## src/rtl/bk_arith_pkg.sv

```systemverilog
// Shared arithmetic definitions for the Brent-Kung adder/subtractor harnesses:
// default operand width, segment-width helper and the result bundle type.
package bk_arith_pkg;

  // Default full operand width for the harnesses.
  localparam int BK_WIDTH = 64;

  // Each pipeline stage handles one half of the operand.
  function automatic int seg_width(input int width);
    return width / 2;
  endfunction

  // Result bundle produced by the harnesses at the default width.
  typedef struct packed {
    logic [BK_WIDTH-1:0] diff;
    logic                bout;
    logic                ovf;
  } bk_result_t;

endpackage

```

## src/rtl/bk_seg_sub.sv

```systemverilog
// Combinational N-bit subtract segment: d = x + ~y + ~bin, bout = ~carry_out.
// Carries come from a Brent-Kung parallel-prefix tree (up-sweep then
// down-sweep). The incoming carry is folded into bit 0's generate so every
// final prefix node is directly the carry into the next bit.
module bk_seg_sub #(
  parameter int N = 32
) (
  input  logic [N-1:0] x,
  input  logic [N-1:0] y,
  input  logic         bin,
  output logic [N-1:0] d,
  output logic         bout
);

  localparam int L      = (N > 1) ? $clog2(N) : 1;
  localparam int STAGES = 2 * L - 1;

  logic         cin;
  logic [N-1:0] p;
  logic [N-1:0] g;
  logic [N-1:0] gs [0:STAGES];
  logic [N-1:0] ps [0:STAGES];

  // Subtraction as addition of the one's complement with inverted borrow.
  assign cin = ~bin;
  assign p   = x ^ ~y;
  assign g   = x & ~y;

  assign gs[0] = {g[N-1:1], g[0] | (p[0] & cin)};
  assign ps[0] = p;

  // Stages 1..L are the up-sweep (levels 0..L-1), stages L+1..2L-1 the
  // down-sweep (levels L-2..0). Nodes that do not combine pass through.
  for (genvar gk = 1; gk <= STAGES; gk++) begin : g_stage
    localparam bit UP = (gk <= L);
    localparam int LV = UP ? (gk - 1) : (2 * L - 1 - gk);
    localparam int SP = 1 << LV;
    for (genvar gi = 0; gi < N; gi++) begin : g_bit
      localparam bit COMB = UP ? (((gi + 1) % (2 * SP)) == 0)
                               : ((((gi + 1) % (2 * SP)) == SP) && (gi >= 3 * SP - 1));
      if (COMB) begin : g_comb
        assign gs[gk][gi] = gs[gk-1][gi] | (ps[gk-1][gi] & gs[gk-1][gi-SP]);
        assign ps[gk][gi] = ps[gk-1][gi] & ps[gk-1][gi-SP];
      end else begin : g_pass
        assign gs[gk][gi] = gs[gk-1][gi];
        assign ps[gk][gi] = ps[gk-1][gi];
      end
    end
  end

  // Final prefix node i is the carry into bit i+1.
  assign d    = p ^ {gs[STAGES][N-2:0], cin};
  assign bout = ~gs[STAGES][N-1];

endmodule

```

## src/rtl/bk_pipelined_subtractor.sv

```systemverilog
// Two-stage pipelined WIDTH-bit subtractor: diff = a - b - bin.
// Stage 1 subtracts the low segment and registers its borrow together with
// the high operand halves; stage 2 subtracts the high segment and registers
// the full result. valid/ready handshake on both sides allows stalling.
// Optional feature macro BK_SUB_OVF_EN: when defined, ovf reports signed
// overflow; otherwise ovf is tied low and carries no flop.
module bk_pipelined_subtractor
  import bk_arith_pkg::*;
#(
  parameter int WIDTH = BK_WIDTH  // must be even
) (
  input  logic             clk,
  input  logic             rst_n,
  input  logic             in_valid,
  output logic             in_ready,
  input  logic [WIDTH-1:0] a,
  input  logic [WIDTH-1:0] b,
  input  logic             bin,
  output logic             out_valid,
  input  logic             out_ready,
  output logic [WIDTH-1:0] diff,
  output logic             bout,
  output logic             ovf
);

  localparam int SEG = seg_width(WIDTH);

  // Handshake state
  logic s1_valid_reg;
  logic out_valid_reg;
  logic s2_free;
  logic accept;
  logic advance;

  // Stage 1 datapath
  logic [SEG-1:0] lo_diff;
  logic           lo_borrow;
  logic [SEG-1:0] lo_diff_reg;
  logic           lo_borrow_reg;
  logic [SEG-1:0] a_hi_reg;
  logic [SEG-1:0] b_hi_reg;

  // Stage 2 datapath
  logic [SEG-1:0]   hi_diff;
  logic             hi_borrow;
  logic [WIDTH-1:0] diff_reg;
  logic             bout_reg;

  // Output slot frees when empty or being consumed; stage 1 can take a new
  // beat whenever it is empty or about to move forward.
  assign s2_free  = !out_valid_reg || out_ready;
  assign in_ready = !s1_valid_reg || s2_free;
  assign accept   = in_valid && in_ready;
  assign advance  = s1_valid_reg && s2_free;

  // Low-segment subtract on the incoming operands.
  bk_seg_sub #(.N(SEG)) u_seg_lo (
    .x   (a[SEG-1:0]),
    .y   (b[SEG-1:0]),
    .bin (bin),
    .d   (lo_diff),
    .bout(lo_borrow)
  );

  // High-segment subtract on the registered operands and registered borrow.
  bk_seg_sub #(.N(SEG)) u_seg_hi (
    .x   (a_hi_reg),
    .y   (b_hi_reg),
    .bin (lo_borrow_reg),
    .d   (hi_diff),
    .bout(hi_borrow)
  );

  // Stage 1 occupancy: set on accept, cleared when it advances without refill.
  always_ff @(posedge clk or negedge rst_n) begin
    if (!rst_n) begin
      s1_valid_reg <= 1'b0;
    end else if (accept) begin
      s1_valid_reg <= 1'b1;
    end else if (advance) begin
      s1_valid_reg <= 1'b0;
    end
  end

  // Stage 1 datapath capture; contents only matter while s1_valid_reg is set.
  always_ff @(posedge clk) begin
    if (accept) begin
      lo_diff_reg   <= lo_diff;
      lo_borrow_reg <= lo_borrow;
      a_hi_reg      <= a[WIDTH-1:SEG];
      b_hi_reg      <= b[WIDTH-1:SEG];
    end
  end

  // Output valid: set on advance, cleared when consumed with nothing behind.
  always_ff @(posedge clk or negedge rst_n) begin
    if (!rst_n) begin
      out_valid_reg <= 1'b0;
    end else if (advance) begin
      out_valid_reg <= 1'b1;
    end else if (out_ready) begin
      out_valid_reg <= 1'b0;
    end
  end

  // Output result register; holds while stalled.
  always_ff @(posedge clk or negedge rst_n) begin
    if (!rst_n) begin
      diff_reg <= '0;
      bout_reg <= 1'b0;
    end else if (advance) begin
      diff_reg <= {hi_diff, lo_diff_reg};
      bout_reg <= hi_borrow;
    end
  end

`ifdef BK_SUB_OVF_EN
  logic ovf_reg;

  // Signed overflow: operand signs differ and the result sign differs from a.
  // a's sign bit rides along in a_hi_reg, so no extra stage-1 flop is needed.
  always_ff @(posedge clk or negedge rst_n) begin
    if (!rst_n) begin
      ovf_reg <= 1'b0;
    end else if (advance) begin
      ovf_reg <= (a_hi_reg[SEG-1] ^ b_hi_reg[SEG-1]) & (hi_diff[SEG-1] ^ a_hi_reg[SEG-1]);
    end
  end

  assign ovf = ovf_reg;
`else
  assign ovf = 1'b0;
`endif

  assign out_valid = out_valid_reg;
  assign diff      = diff_reg;
  assign bout      = bout_reg;

endmodule

```

## config.mk

```make
export PLATFORM = sky130hd
export DESIGN_NAME = bk_pipelined_subtractor
export DESIGN_NICKNAME = d
export VERILOG_FILES = /design/src/rtl/bk_arith_pkg.sv /design/src/rtl/bk_seg_sub.sv /design/src/rtl/bk_pipelined_subtractor.sv
export SDC_FILE = /design/constraint.sdc
export NUM_CORES = 1
export LEC_CHECK = 0
export BUFFER_PORTS_ARGS = -buffer_cell sky130_fd_sc_hd__buf_2
export CAP_MARGIN = 20
export CORE_MARGIN = 1.5
export CORE_UTILIZATION = 40
export CTS_BUF_LIST = sky130_fd_sc_hd__clkbuf_8 sky130_fd_sc_hd__clkbuf_16
export DETAILED_ROUTE_END_ITERATION = 10
export PLACE_DENSITY_LB_ADDON = 0.1
export SLEW_MARGIN = 40
export SYNTH_ARGS = -nofsm -noshare
export SYNTH_HDL_FRONTEND = slang
export SYNTH_SLANG_ARGS = --single-unit
```

## constraint.sdc

```tcl
create_clock -name clk -period 3.64 [get_ports clk]
set_input_delay 0 -clock clk [delete_from_list [all_inputs] [get_ports clk]]
set_output_delay 0 -clock clk [all_outputs]
set_load 0.005 [all_outputs]
```

### After elaboration in Yosys (flattened, before gate mapping)

Cells that the tools add are included.

* register bits after elaboration: 164
* output and inout bits: 68
* logic and storage cells: 316

* mux-type cells: 4
* bitwise logic cells: 296
* reduce and logical (&&, ||, !) cells: 8

Operators with widths (count)
* $and 1x1->1: 168
* $xor 32x32->32: 4
* $or 1x1->1: 116
* $and 32x32->32: 2
* $not 32->32: 2
* $mux 1: 4
* $not 1->1: 4
* $reduce_bool 2->1: 2
* $logic_and 1x1->1: 2
* $logic_not 1->1: 2
* $logic_or 1x1->1: 2

### Depth between registers and ports, before layout

Gate-level depths: netlist of run 1.

* depth after elaboration: 21
* mapped depth: 12
* depth with buffers taken out: 12

### Hierarchy

From an unflattened synthesis of run 1, not the netlist that was laid out.

* cell total of the unflattened synthesis: 622
* area total of the unflattened synthesis: 8634.5 um2

Modules (own cells, without submodules)
* bk_pipelined_subtractor: instances 1, cells each 244, area each 5683.0 um2
* bk_seg_sub (u_seg_hi): instances 1, cells each 193, area each 1502.7 um2
* bk_seg_sub (u_seg_lo): instances 1, cells each 185, area each 1448.9 um2

### Worst setup path before layout of run 1

Ideal clock, no wire load.

* kind: register -> register
* start: register out_valid_reg (netlist: out_valid)
* end: register a_hi_reg[0] (enable)
* setup time: 0.467 ns
* arrival time: 2.808 ns
* required time: 3.173 ns
* slack: 0.365 ns
* stages on the path, launching flop included: 3
* buffers on the path: 0
* path through: dfrtp_1 > nand3b_1 > and2_1

* longest elaborated chain between the ends: 4

Ends and longest elaborated chain
* start, declared: RTL line bk_pipelined_subtractor.sv:30 `logic out_valid_reg;`
* start signal, assigned: RTL line bk_pipelined_subtractor.sv:98 `out_valid_reg <= 1'b0;`
* start signal, assigned: RTL line bk_pipelined_subtractor.sv:100 `out_valid_reg <= 1'b1;`
* start signal, assigned: RTL line bk_pipelined_subtractor.sv:102 `out_valid_reg <= 1'b0;`
* $logic_not 1->1: RTL line bk_pipelined_subtractor.sv:51 `assign s2_free = !out_valid_reg || out_ready;`
* $logic_or 1x1->1: RTL line bk_pipelined_subtractor.sv:51
* $logic_or 1x1->1: RTL line bk_pipelined_subtractor.sv:52 `assign in_ready = !s1_valid_reg || s2_free;`
* via in_ready: RTL line bk_pipelined_subtractor.sv:15 `output logic in_ready,`
* $logic_and 1x1->1: RTL line bk_pipelined_subtractor.sv:53 `assign accept = in_valid && in_ready;`
* via accept: RTL line bk_pipelined_subtractor.sv:32 `logic accept;`
* end signal, assigned: RTL line bk_pipelined_subtractor.sv:90 `a_hi_reg <= a[WIDTH-1:SEG];`
* end, declared: RTL line bk_pipelined_subtractor.sv:40 `logic [SEG-1:0] a_hi_reg;`

The timed path passes the listed nets, and every way through them passes these cells.
A chain may end at the register's enable or synchronous reset.

### Worst setup path after layout of run 1

* start: register lo_borrow_reg
* end: register diff_reg[59] (netlist: diff[59])

* longest elaborated chain between the ends: 18

Ends and longest elaborated chain
* start, declared: RTL line bk_pipelined_subtractor.sv:39 `logic lo_borrow_reg;`
* start signal, assigned: RTL line bk_pipelined_subtractor.sv:89 `lo_borrow_reg <= lo_borrow;`
* $not 1->1: RTL line bk_seg_sub.sv:25 `assign cin = ~bin;`
* $and 1x1->1: RTL line bk_seg_sub.sv:29 `assign gs[0] = {g[N-1:1], g[0] | (p[0] & cin)};`
* $or 1x1->1: RTL line bk_seg_sub.sv:29
* $and 1x1->1: RTL line bk_seg_sub.sv:42 `assign gs[gk][gi] = gs[gk-1][gi] | (ps[gk-1][gi] & gs[gk-1][gi-SP]);`
* $or 1x1->1: RTL line bk_seg_sub.sv:42
* $and 1x1->1: RTL line bk_seg_sub.sv:42
* $or 1x1->1: RTL line bk_seg_sub.sv:42
* $and 1x1->1: RTL line bk_seg_sub.sv:42
* (+2 left out)
* $or 1x1->1: RTL line bk_seg_sub.sv:42
* $and 1x1->1: RTL line bk_seg_sub.sv:42
* $or 1x1->1: RTL line bk_seg_sub.sv:42
* $and 1x1->1: RTL line bk_seg_sub.sv:42
* $or 1x1->1: RTL line bk_seg_sub.sv:42
* $and 1x1->1: RTL line bk_seg_sub.sv:42
* $or 1x1->1: RTL line bk_seg_sub.sv:42
* $xor 32x32->32: RTL line bk_seg_sub.sv:52 `assign d = p ^ {gs[STAGES][N-2:0], cin};`
* end signal, assigned: RTL line bk_pipelined_subtractor.sv:112 `diff_reg <= {hi_diff, lo_diff_reg};`
* end, declared: RTL line bk_pipelined_subtractor.sv:46 `logic [WIDTH-1:0] diff_reg;`

Every way passes these cells.

==> flow_summary.toml, run 1 <==
[run_status]
status = "finished clean"

[hold_path]
hold_class = "input port to register"

[sta]
fmax_mhz = 297
skew_ps = 17.5
hold_ws_ps = 22.0
hold_violations = 0
fin_crit_sh = 0.926
relSlewSlack = 0.498
worstMarginPinSlew_ps = 753
setup_viol = 0
rsz0062_at_grt = "no"
slew_violations = 0
tns_ps = 0
finalCriticalPeriod_ps = 3370

[yosys]
syn_inst = 632
syn-cell-area_um2 = 8280
synth_top_area_cell = "edfxtp_1"
synthFlopType = "edfxtp_1"
yosysWarningCount = 0
synth-edff-count = 97
yosys-top-cells-count = "inv_1 (106), edfxtp_1 (97), dfrtp_1 (67)"
syn_area_per_cell_um2 = 13.1
ys_seq_area_frac = 0.554
synth_area_leaders = "edfxtp_1 (35%), dfrtp_1 (20%), ha_1 (9.1%)"
synth_top_area_share = 0.352
async_reset_ff_frac = 0.409
ys_types = 51
syn_nets = 859
synth_seq_cells = 164
synth_most_common_cell = "inv_1"

[placed_design]
gp_congestion = 0.841
numPortBuffers = 199
place_hpwl_um = 12400

[drt]
ant_nets = 0
wl_um = 17100
drt_iter0_markers = 135
route.vias.total = 5536
post_drt_wl_per_cell_um = 14.3
firstDrtPassIters = 4
routed_via_density = 4.62
drc = 0

[cells_and_area]
drive_gt1_frac = 0.310
utilization = 0.541
layout.nets = 1142
area_delta_synth_final_pct = 32.7
n_antenna_cell = 0
largest_reg_flops = 64

[floorplanning]
rows = 52
die_y_um = 147
die_x_um = 147
initial_utilization = 0.408
core_um2 = 20300
die-area_um2 = 21600
boundaryPins = 201

[clocking]
cts_resized = 0
clk_pin_slew_ps = 70
clock_path_buffers = 2
cts_tree = "yes"
cts-root-buf = "clkbuf_16"
hold_buffers = 73
cts_max_level = 4
cts.sinks = 164
numCtsBuffers = 17
clk_latency_ps = 430
post_cts_buffers = 0

[power_and_ir_drop]
peakVddDrop_uv = 281
power.total_mw = 5.44
powerDensity_nw_per_um2 = 495
p_leak_nw = 5.13

[worst_setup_path]
crit_buf_inv = 0
crit_top_cell = "fa_1"
arrival_ps = 3700
crit_fanout = 5
worst_path_max_delay_cell = "fa_1"
crit_path_start_kind = "register"
required_ps = 3970
cp_top_family = "compound AO/OA/AOI/OAI gates"
crit_chain = "fa_1 > fa_1 > nor2b_1 > o2111ai_2 > a32oi_2 > a2111oi_4 > o21ai_2 > a31oi_1 > fa_1 > xor2_1 > o21ai_0"
crit_path_end_kind = "register"
cpPeakStageDelay_ps = 440
worstSetupPathType = "register to register"

[global_routing]
first_global_vias = 6066
grt_first_pass_wirelength_um = 28600
grt_max_degree = 68
antenna_found_initial = 0
grt_overflow = 0
grtUsageTotal = 0.168

[run]
drv_cap = 0
-- layout make-up --
class,count,area (um2)
multi-input cells,351,3260
clock inverters,14,186
well taps,270,338
flip-flops and latches,164,4590
inverters,106,398
fillers,1816,9310
repair buffers,275,1770
clock buffers,18,450
-- kinds of logic (layout without fill, tap and decap cells) --
family	count (synthesis)	count (layout)	synth area share
AO/OA/AOI/OAI	102	102	0.0876
XOR/XNOR	30	30	0.0317
adder cells (fa/ha/maj)	94	94	0.173
buffers and inverters	117	413	0.0538
flip-flops	164	164	0.554
multiplexers	37	37	0.0503
other	1	1	0.000453
AND/OR/NAND/NOR	87	87	0.0494
-- worst reg2reg max path, stage by stage, from the launching register on --
cell       delay (ps)
edfxtp_1          400
fa_1              440
fa_1              400
nor2b_1           190
o2111ai_2         140
a32oi_2           370
a2111oi_4         170
o21ai_2           320
a31oi_1           160
fa_1              390
xor2_1            150
o21ai_0           150
-- report_power, final --
group          internal [mW]  total [mW]  switching (mW)
Combinational          0.557        1.10           0.543
Clock                   1.14        1.91           0.772
Sequential              2.30        2.43           0.133
Total                   3.99        5.44            1.45
-- stage by stage --
| step | instance area, um2 | worst slack, ps | std cells |
|---|---|---|---|
| after CTS | 11000 | 209 | 1198 |
| after detailed placement | 9620 | 236 | 1093 |
| after global routing | 11000 | 39.0 | 1198 |
| final | 11000 | 270 | 1198 |
| after global placement | 9620 | 283 | 1093 |
| after floorplan | 8280 | 365 | 632 |
-- path summary, 6_finish.rpt --
kind                                       from              to  slack (ps)  cells past startpoint
worst max-delay path              lo_borrow_reg        diff[59]         270                     11
worst min-delay path                        bin  lo_diff_reg[0]          20                      3
worst max register to register    lo_borrow_reg        diff[59]         270                     11
worst min register to register  lo_diff_reg[21]        diff[21]         470                      1
max in group asynchronous                 rst_n        diff[62]        3010                      2
min in group asynchronous                 rst_n        diff[43]         180                      2
-- layer usage --
layer  share of wire  GRT usage  up-vias
li1                -          -     2714
met2            0.50      0.293      156
met5               0          0        -
met4           0.019     0.0635        0
met1            0.43      0.199     2647
met3           0.056     0.0422       19
-- cell usage in the layout, fill, tap and decap left out, types with 18 or more instances in the layout --
cell / n
dlygate4sd3_1: 73
mux2_2: 37
nand2_1: 47
ha_1: 60
inv_1: 106
edfxtp_1: 97
a21oi_1: 18
dfrtp_1: 67
clkbuf_16: 18
fa_1: 34
buf_2: 198
o21ai_0: 33
(Power assumes the default switching activity.)
==> run 2: changes to the inputs <==
Settings changed: REMOVE_ABC_BUFFERS set to 1, SLEW_MARGIN 40 to not set.
==> flow_summary.toml, run 2 (synthesis results as in run 1) <==
[run_status]
status = "finished clean"

[worst_setup_path]
crit_chain = "fa_1 > fa_1 > nor2b_1 > o2111ai_2 > a32oi_4 > a2111oi_4 > o21ai_4 > a31oi_1 > fa_1 > xor2_1 > o21ai_0"
cpPeakStageDelay_ps = 450
arrival_ps = 3680
worst_path_max_delay_cell = "fa_1"
crit_fanout = 5
crit_path_end_kind = "register"
crit_top_cell = "fa_1"
crit_path_start_kind = "register"
worstSetupPathType = "register to register"
required_ps = 3980

[power_and_ir_drop]
peakVddDrop_uv = 205
p_leak_nw = 5.14
power.net_switching_mw = 1.46
p_comb_frac = 0.204
seqPwrFrac = 0.448
p_clk_frac = 0.348
powerDensity_nw_per_um2 = 492
power.total_mw = 5.42
intPower_mw = 3.96
swShare = 0.269

[sta]
setup_viol = 0
fmax_mhz = 299
hold_ws_ps = 22.9
skew_ps = 8.38
hold_violations = 0
worstMarginPinSlew_ps = 954
finalCriticalPeriod_ps = 3340
relSlewSlack = 0.364
slew_violations = 0
rsz0062_at_grt = "no"
tns_ps = 0
fin_crit_sh = 0.918

[placed_design]
place_hpwl_um = 12300
placed_area_um2 = 9610
gp_congestion = 0.860
numPortBuffers = 199

[global_routing]
grt_max_degree = 68
grtUsageTotal = 0.165
grt_overflow = 0
grt_first_pass_wirelength_um = 27900
first_global_vias = 5890
antenna_found_initial = 0

[run]
drv_cap = 0

[drt]
post_drt_wl_per_cell_um = 14.2
route.vias.total = 5546
drt_iter0_markers = 141
wl_um = 17000
firstDrtPassIters = 4
ant_nets = 0
routed_via_density = 4.62
drc = 0

[cells_and_area]
fillers = 1777
area_delta_synth_final_pct = 33.0
n_antenna_cell = 0
final_cell_mix = "buf_2 (198), inv_1 (106), edfxtp_1 (97)"
design_area_um2 = 11000
drive_gt1_frac = 0.308
largest_reg_flops = 64
final_common_cell = "buf_2"
layout.nets = 1145

[clocking]
clock_path_buffers = 2
cts.sinks = 164
clk_latency_ps = 420
cts-root-buf = "clkbuf_16"
cts_tree = "yes"
clk_pin_slew_ps = 70
cts_max_level = 4
numCtsBuffers = 17

[floorplanning]
rows = 52
die_y_um = 147
initial_utilization = 0.408
die_x_um = 147
boundaryPins = 201
die-area_um2 = 21600
core_um2 = 20300

[hold_path]
hold_class = "input port to register"
-- run 2: power by group through the flow --
| stage | Clock, mW | Combinational [mW] | Sequential (mW) |
|---|---|---|---|
| 2_1_floorplan | 0 | 0.570 | 2.47 |
| 3_3_place_gp | 0 | 1.02 | 2.46 |
| 3_5_place_dp | 0 | 1.05 | 2.47 |
| 4_1_cts | 1.94 | 1.13 | 2.43 |
| 5_1_grt | 2.01 | 1.26 | 2.47 |
| 6_report | 1.88 | 1.11 | 2.43 |
-- run 2: stage by stage --
| stage | instances | setup WS, ps | utilization |
|---|---|---|---|
| 2_1_floorplan | 621 | 365 | - |
| 3_3_place_gp | 1092 | 268 | 0.473 |
| 3_5_place_dp | 1092 | 144 | 0.473 |
| 4_1_cts | 1201 | 124 | 0.542 |
| 5_1_grt | 1201 | 46.4 | 0.543 |
| 6_report | 1201 | 298 | 0.543 |
-- run 2: worst paths after layout --
| kind | start | endpoint | slack [ps] | depth (start not counted) |
|---|---|---|---|---|
| setup / recovery | lo_borrow_reg | diff[59] | 300 | 11 |
| min in group asynchronous | rst_n | diff[44] | 260 | 2 |
| max in group asynchronous | rst_n | diff[14] | 2750 | 2 |
| hold / removal | b[4] | lo_diff_reg[4] | 20 | 3 |
| hold reg to reg | diff[39] | diff[39] | 470 | 2 |
| setup reg to reg | lo_borrow_reg | diff[59] | 300 | 11 |
-- run 2: what timing repair did --
item                                    CTS  global route
hold buffers                             77             0
setup buffers                             0             0
endpoints found under the setup margin    0             3
endpoints found under the hold margin   140             0
gates resized for setup                   0             2
-- run 2: per-layer routing --
layer  track usage  wire, um  vias up
li1              -         -     2733
met3        0.0450      1060       18
met1         0.194      7220     2650
met4        0.0630       282        0
met2         0.289      8440      145
met5             0         0        -
-- run 2: cell type report --
class,count,area (um2),area share
sequential,164,4590,0.416
multi-input combinational,351,3280,0.297
timing repair buffer,278,1800,0.163
clock buffer,17,425,0.0386
inverter,106,398,0.0361
tap,270,338,0.0307
clock inverter,15,196,0.0178
-- run 2: critical path: cells and delay by family, from the launching register on --
family                     cells  cell delay (ps)
adders and majority gates      3             1230
xor gates and xnor gates       1              140
AOI/OAI and AO/OA              6             1270
DFF                            1              410
and+or+nand+nor                1              190
==> run 3: changes to the inputs <==
Settings changed: REMOVE_ABC_BUFFERS 1 to not set, TNS_END_PERCENT set to 50.
==> flow_summary.toml, run 3 (synthesis results as in run 1) <==
[clocking]
clk_latency_ps = 420
cts_max_level = 4
clock_path_buffers = 2
cts.sinks = 164
cts_tree = "yes"
numCtsBuffers = 17
clk_pin_slew_ps = 70
cts-root-buf = "clkbuf_16"

[placed_design]
gp_congestion = 0.841
placed_area_um2 = 9620
post-place-ws_ps = 244
place_inst = 1093
numPortBuffers = 199
place_hpwl_um = 12400

[global_routing]
grtUsageTotal = 0.169
grt_max_degree = 68
first_global_vias = 6003
grt_first_pass_wirelength_um = 28700
grt_overflow = 0
antenna_found_initial = 0

[sta]
fmax_mhz = 298
relSlewSlack = 0.396
setup_viol = 0
hold_violations = 0
rsz0062_at_grt = "no"
worstMarginPinSlew_ps = 906
layout_setup_ws_ps = 289
hold_ws_ps = 23.0
fin_crit_sh = 0.921
tns_ps = 0
slew_violations = 0
finalCriticalPeriod_ps = 3350
skew_ps = 10.9

[power_and_ir_drop]
peakVddDrop_uv = 231
intPower_mw = 4.04
power.net_switching_mw = 1.45
swShare = 0.264
p_leak_nw = 5.15
seqPwrFrac = 0.443
p_comb_frac = 0.201
power.total_mw = 5.48
p_clk_frac = 0.357
powerDensity_nw_per_um2 = 498

[hold_path]
holdCritStartpoint = "bin"
hold_class = "input port to register"
hold_depth = 3
hold_path_end = "lo_diff_reg[0]"

[floorplanning]
die-area_um2 = 21600
die_y_um = 147
die_x_um = 147
core_um2 = 20300
rows = 52
boundaryPins = 201
initial_utilization = 0.408

[cells_and_area]
design_area_um2 = 11000
fillers = 1826
final_common_cell = "buf_2"
largest_reg_flops = 64
utilization = 0.543
drive_gt1_frac = 0.310
n_antenna_cell = 0
final_cell_mix = "buf_2 (198), inv_1 (106), edfxtp_1 (97)"
final_cell_count_no_fill = 1199
area_delta_synth_final_pct = 33.0
layout.nets = 1143

[drt]
firstDrtPassIters = 4
drc = 0
wl_um = 17200
routed_via_density = 4.63
drt_iter0_markers = 155
route.vias.total = 5550
ant_nets = 0
post_drt_wl_per_cell_um = 14.4

[worst_setup_path]
timing.rr.end = "diff[63]"
cp_top_family = "compound AO/OA/AOI/OAI gates"
worstSetupPathType = "register to register"
r2r-start = "lo_borrow_reg"
crit_chain = "fa_1 > fa_1 > nor2b_1 > o2111ai_2 > a32oi_2 > a2111oi_4 > o21ai_2 > a41oi_2 > fa_1 > xor2_1 > o21ai_0"
cpPeakStageDelay_ps = 440
ff2ff_path_depth = 11
crit_buf_inv = 0
crit_path_end_kind = "register"
crit_path_start_kind = "register"
crit_fanout = 5
arrival_ps = 3680
crit_top_cell = "fa_1"
worst_path_max_delay_cell = "fa_1"
required_ps = 3970
rrSetupSlack_ps = 290

[run]
drv_cap = 0

[run_status]
status = "finished clean"
==> run 3: changes by cell type in the layout (fill, tap and decap cells not counted), sizes merged <==
cell and change:
dlygate4sd3 -3, clkbuf +2, buf +1, clkinv -2
==> run 3: worst max path at each step <==
stage,from,end,cells past startpoint
5_1_grt,lo_borrow_reg,diff[61],11
6_report,lo_borrow_reg,diff[63],11
2_1_floorplan,out_valid,a_hi_reg[0],2
3_5_place_dp,lo_borrow_reg,diff[63],11
4_1_cts,lo_borrow_reg,diff[63],11
3_3_place_gp,lo_borrow_reg,diff[63],11
==> run 3: per-layer routing <==
layer | vias to the layer above | wire length, um | global-route usage
li1 | 2723 | - | -
met1 | 2649 | 7320 | 0.199
met2 | 153 | 8510 | 0.293
met3 | 25 | 1050 | 0.0463
met4 | 0 | 340 | 0.0640
met5 | - | 0 | 0
==> run 3: what timing repair did <==
| item | 4_1_cts | 5_1_grt |
|---|---|---|
| setup buffers | 0 | 0 |
| hold buffers | 74 | 0 |
| endpoints found under the hold margin | 139 | 0 |
| gates resized for setup | 0 | 0 |
==> run 3: power by group through the flow <==
stage / Sequential, mW / Combinational, mW / Clock [mW]
floorplan: 2.47 / 0.571 / 0
CTS: 2.43 / 1.13 / 2.01
global route: 2.47 / 1.25 / 2.08
global placement: 2.46 / 1.03 / 0
detailed placement: 2.47 / 1.06 / 0
finish: 2.43 / 1.10 / 1.96
==> run 3: cell type report <==
cell class                 count  area, um2  share of cell area
tap                          270        338              0.0307
clock inverter                13        180              0.0164
timing repair buffer         276       1770               0.161
sequential                   164       4590               0.417
clock buffer                  19        475              0.0432
multi-input combinational    351       3260               0.296
inverter                     106        398              0.0361
==> run 3: worst reg2reg max path, stage by stage, from the launching register on <==
cell       delay [ps]
edfxtp_1          400
fa_1              440
fa_1              400
nor2b_1           190
o2111ai_2         150
a32oi_2           370
a2111oi_4         170
o21ai_2           310
a41oi_2           160
fa_1              390
xor2_1            140
o21ai_0           130
